### src/rtl/pc_fetch_unit.sv
// Program-counter fetch unit: BOOT/RUN/STALL sequencing, valid/ready fetch handshake and branch redirect.
// Optional saturating accepted-fetch counter on fetch_count_o, enabled by defining PC_FETCH_COUNT_EN.
module pc_fetch_unit #(
  parameter int unsigned                PC_WIDTH = 13,
  parameter logic [PC_WIDTH-1:0]        RESET_PC = '0
) (
  input  logic                clk,
  input  logic                rst_n,
  input  logic                stall_i,
  input  logic                redirect_i,
  input  logic [PC_WIDTH-1:0] redirect_pc_i,
  output logic                fetch_valid_o,
  input  logic                fetch_ready_i,
  output logic [PC_WIDTH-1:0] fetch_pc_o,
  output logic [PC_WIDTH-1:0] pc_plus1_o,
  output logic                wrap_o
`ifdef PC_FETCH_COUNT_EN
  ,
  output logic [15:0]         fetch_count_o
`endif
);

  typedef enum logic [1:0] {
    BOOT,
    RUN,
    STALL
  } state_t;

  state_t state;
  logic   accept;

  assign pc_plus1_o = fetch_pc_o + PC_WIDTH'(1);
  assign accept     = fetch_valid_o & fetch_ready_i;

  // fetch_valid_o is registered and always equals (state == RUN).
  always_ff @(posedge clk or negedge rst_n) begin
    if (!rst_n) begin
      state         <= BOOT;
      fetch_valid_o <= 1'b0;
    end else begin
      case (state)
        BOOT: begin
          state         <= stall_i ? STALL : RUN;
          fetch_valid_o <= ~stall_i;
        end
        RUN: begin
          state         <= stall_i ? STALL : RUN;
          fetch_valid_o <= ~stall_i;
        end
        STALL: begin
          state         <= stall_i ? STALL : RUN;
          fetch_valid_o <= ~stall_i;
        end
        default: begin
          state         <= BOOT;
          fetch_valid_o <= 1'b0;
        end
      endcase
    end
  end

  // Redirect wins over the increment and never flags a wrap.
  always_ff @(posedge clk or negedge rst_n) begin
    if (!rst_n) begin
      fetch_pc_o <= RESET_PC;
      wrap_o     <= 1'b0;
    end else begin
      wrap_o <= accept & ~redirect_i & (&fetch_pc_o);
      if (redirect_i) begin
        fetch_pc_o <= redirect_pc_i;
      end else if (accept) begin
        fetch_pc_o <= pc_plus1_o;
      end
    end
  end

`ifdef PC_FETCH_COUNT_EN
  always_ff @(posedge clk or negedge rst_n) begin
    if (!rst_n) begin
      fetch_count_o <= '0;
    end else if (accept && (fetch_count_o != '1)) begin
      fetch_count_o <= fetch_count_o + 16'd1;
    end
  end
`endif

endmodule

### config.mk
export PLATFORM = sky130hd
export DESIGN_NAME = pc_fetch_unit
export DESIGN_NICKNAME = d
export VERILOG_FILES = /design/src/rtl/pc_fetch_unit.sv
export SDC_FILE = /design/constraint.sdc
export NUM_CORES = 1
export LEC_CHECK = 0
export ABC_AREA = 1
export CAP_MARGIN = 40
export CORE_UTILIZATION = 44
export DETAILED_ROUTE_END_ITERATION = 8
export GPL_TIMING_DRIVEN = 0
export PLACE_DENSITY = 0.84
export SETUP_SLACK_MARGIN = 0.3
export SLEW_MARGIN = 20
export SYNTH_ARGS = -nofsm -noshare
export SYNTH_HDL_FRONTEND = slang
export SYNTH_SLANG_ARGS = --single-unit
### constraint.sdc
create_clock -name clk -period 2.3 [get_ports clk]
set_input_delay 0.46 -clock clk [delete_from_list [all_inputs] [get_ports clk]]
set_output_delay 0.46 -clock clk [all_outputs]
set_load 0.02 [all_outputs]
======== Word level (Yosys, flattened, before mapping) ========
Index checks and enable logic that the tools add are counted.
operators by class
  add/subtract/negate cells ............... 1
  equal/unequal tests ..................... 2
  multiplexer cells ....................... 5
  bitwise gates (word level) .............. 5
  reductions and logical operators ........ 4
operator list
  cell                                                             number
  13-bit 2-to-1 mux                                                2
  13-bit by 1-bit adder with 13-bit output, second input constant  1
  13-bit AND reduction                                             1
  2-bit 2-to-1 mux                                                 2
  1-bit bitwise AND                                                3
  3-bit OR reduction                                               1
  2-bit by 1-bit == test with 1-bit output, second input constant  1
  2-bit == test, second input constant                             1
  2-bit zero test                                                  1
  1-bit inverter                                                   2
  2-bit nonzero test                                               1
  1-bit 2-to-1 mux                                                 1
word-level totals
  register bits after elaboration ......... 17
  bits of input ports ..................... 18
  output and inout bits ................... 28
  word-level logic and storage cells ...... 21

======== Logic depth before layout (Yosys ltp) ========
Gate-level depths: netlist of the first run.
  word-level depth ........................ 3
  gate-level depth with buffers ........... 7
  mapped depth without buffers ............ 7

======== Worst setup path after synthesis of the first run ========
Ideal clock, no wire load.
  path kind ............................... reg-to-output
  start ................................... register fetch_pc_o[1]
  end ..................................... output pc_plus1_o[8]
  arrival ................................. 1.437 ns
  required time ........................... 1.840 ns
  setup slack ............................. 0.403 ns
  cell stages (with the launch flop) ...... 6
  path buffers ............................ 0
  cell sequence ........................... dfrtp_1 > ha_1 > nand2_1 > nor2_1 > nand2_1 > xor2_1
on the way
  longest elaborated chain between the ends .. 1
ends and longest elaborated chain
  what                                      line  text
  from (decl)                               14    output logic [PC_WIDTH-1:0] fetch_pc_o,
  from (signal assigned)                    70    fetch_pc_o <= redirect_pc_i;
  from (signal assigned)                    72    fetch_pc_o <= pc_plus1_o;
  13-bit by 1-bit adder with 13-bit output  32    assign pc_plus1_o = fetch_pc_o + PC_WIDTH'(1);
  to (decl)                                 15    output logic [PC_WIDTH-1:0] pc_plus1_o,
No other way between the ends.

======== Worst setup path in the final report of the first run ========
Same ends and word-level chain as after synthesis.

==> metrics.cfg, run 1 <==
[run_status]
status=finished clean

[synth]
synthesis.area_um2=1010
synth_seq_cells=16
ys_types=25
ys_warn_count=0
syn-instance-count=137
synth.avg_cell_area_um2=7.37
seq_area_frac_synth_pct=39.7
syn-num-nets=156

[place]
gp_congestion=0.844
io_buffers=44
hpwl_mm=2.13
dp_slack_ps=-9.39

[sta]
worst_clock_skew_ps=4.31
setup_viol=0
min_period_over_period_pct=89.4
rsz0062_at_grt=true
worstMarginPinSlew_ps=746
slew_violations=0
worst_slack_ps=243
timing.fmax_ghz=0.486
layout_min_cycle_time_ps=2060
relSlewSlack_pct=50.1
hold_viol=0

[clock_tree]
clk_latency_ps=300
cts_tree=done
cts_hold_buf=0
cts_htree_levels=1
clkSinkCount=16
clkTransAtPathRegs_ps=90
max-clock-path-buffers=2
cts_root_buf=clkbuf_4
cts_buffers=3

[finish]
num_antenna_cells=0
nets=211
fin_util_pct=75.9
area_growth_syn_to_layout_pct=55.0
drive_gt1_share_pct=21.6
fill_cells=163

[detailed_routing]
drt_iter0_markers=24
via_count=1133
wire_per_inst_um=13.7
drc=0
wirelength_mm=2.97
ant_nets=0
via_per_inst=5.22
first_pass_iters=4

[global_routing]
antenna_found_initial=0
track_usage_pct=25.6
grt_max_degree=17
grt_pass1_wl_mm=4.75
grt_pass1_vias=1086
grt-ovfl-total=0

[critical_path]
arrival_ps=1600
crit_path_end_kind=output pin
critPathRequiredTime_ps=1840
cp_cell_sequence=ha_4, nand2_1, nor2_4, nand2_1, xor2_1, clkbuf_2
cp_common_cell=nand2_1
max_stage_delay_ps=400
path_class=flop to output pin
worstPathMaxFanout=3
critPathLaunchType=flop
cp_slowest_cell=dfrtp_1

[worst_hold_path]
hp-class=flop to flop

[die]
pin_count=46
core_area_um2=2060
start_util_pct=49.0
die_h_um=49.9
fp.dieW_um=49.9
num_rows=16
die_area_um2=2490

[power]
ir_worst_vdd_mv=0.452
power.leakage_nw=0.728
power.density_nw_per_um2=567

[job]
cap_violations=0

-- layout make-up --
cell class              instances  area [um^2]  share of cell area, %
multi-input cells             101          576                   36.8
well taps                      27         33.8                   2.16
inverters                      17         63.8                   4.08
clock buffers                   3         22.5                   1.44
flip-flops and latches         16          403                   25.7
repair buffers                 50          452                   28.9
plain buffers                   3         15.0                  0.959
-- logic make-up after synthesis --
| group | count (synthesis) | share of synthesized area, % |
|---|---|---|
| compound gates | 13 | 8.06 |
| xor+xnor | 7 | 7.56 |
| fa+ha+maj | 1 | 1.24 |
| buf+inv | 20 | 7.81 |
| flops | 16 | 39.7 |
| simple gates | 80 | 35.7 |
-- layer usage --
metal	up-vias	global-route usage [%]	share of wire [%]
met5	-	0	0
met4	0	11.0	1.3
met3	6	4.01	5.7
met2	49	48.0	51
met1	540	27.9	42
li1	538	-	-
-- worst max-delay path, delay by kind of cell, from the launching register on --
kind	cells	cell delay, ps
buffers and inverters	1	210
xor gates and xnor gates	1	200
and+or+nand+nor	3	300
adders and majority gates	1	180
DFF	1	400
-- power breakdown --
| part | switching, mW | internal (mW) | total [mW] | leakage [nW] |
|---|---|---|---|---|
| logic | 0.208 | 0.171 | 0.379 | 0.521 |
| registers | 0.0417 | 0.311 | 0.353 | 0.193 |
| clock network | 0.0942 | 0.0611 | 0.155 | 0.0138 |
| total | 0.344 | 0.543 | 0.887 | 0.728 |
-- cells in the final DEF (no fill, tap or decap) --
master	n
nand2_1	47
clkdlybuf4s50_1	31
inv_1	17
dfrtp_1	14
nand3_1	8
buf_4	8
nor2_1	6
buf_2	6
o21ai_0	6
nand2_2	5
xor2_1	4
nor2_2	3
nor2_4	3
clkbuf_2	3
clkbuf_4	3
nand4_1	2
nand3_2	2
xor2_2	2
a22o_1	2
dfrtp_2	2
dlygate4sd2_1	2
and2_1	1
nand3_4	1
and2_4	1
xnor2_1	1
a21oi_1	1
nor3_1	1
a21boi_0	1
o211ai_1	1
a31oi_1	1
a22oi_1	1
ha_4	1
dlymetal6s2s_1	1
buf_6	1
clkdlybuf4s15_1	1
-- worst paths after layout --
path / from / to / slack (ps) / depth (start not counted)
min in group asynchronous: rst_n / fetch_pc_o[6] / 590 / 1
hold reg to reg: state[1] / state[0] / 440 / 1
setup reg to reg: fetch_pc_o[6] / fetch_pc_o[12] / 860 / 7
hold / removal: state[1] / state[0] / 440 / 1
setup / recovery: fetch_pc_o[1] / pc_plus1_o[8] / 240 / 6
max in group asynchronous: rst_n / fetch_pc_o[2] / 1190 / 1
-- through the flow --
step	area [um^2]	hold slack (ps)	total power, mW	std cells	setup TNS [ps]
finish	1570	443	0.887	217	0
detailed placement	1480	438	0.723	208	-9.39
global route	1570	463	0.929	217	0
floorplan	1010	164	0.539	137	0
global placement	1480	422	0.713	208	-16.0
CTS	1520	448	0.864	215	0
-- synth_stat cells --
cell type,instances,area share [%]
a21boi_0,1,0.74
a21oi_1,1,0.50
a22o_1,2,1.7
a22oi_1,1,0.74
a31oi_1,1,0.62
and2_1,2,1.2
buf_2,2,0.99
clkbuf_2,1,0.50
dfrtp_1,16,40
ha_1,1,1.2
inv_1,17,6.3
nand2_1,50,19
nand2_2,2,1.2
nand3_1,9,4.5
nand3_2,2,2.0
nand4_1,2,1.2
nor2_1,8,3.0
nor2_2,2,1.2
nor2_4,2,2.2
nor3_1,1,0.50
o211ai_1,1,0.74
o21ai_0,6,3.0
xnor2_1,1,0.87
xor2_1,4,3.5
xor2_2,2,3.2
-- registers in the layout (all words and copies together), names as in the netlist --
register / count
fetch_pc_o: 13
state: 2
wrap_o: 1
-- repair_timing --
item,CTS,global route
cloned,0,0
pin swaps,4,4
setup buffers,4,2
setup endpoints to repair,12,10
endpoints found under the hold margin,0,0
gates resized for setup,37,19
(Power assumes the default switching activity.)
==> run 2: changes to the inputs <==
Settings changed: CTS_CLUSTER_SIZE from default to 30.
==> results of run 2 <==
The final DEF is identical to that of run 1; final timing and power are the same.
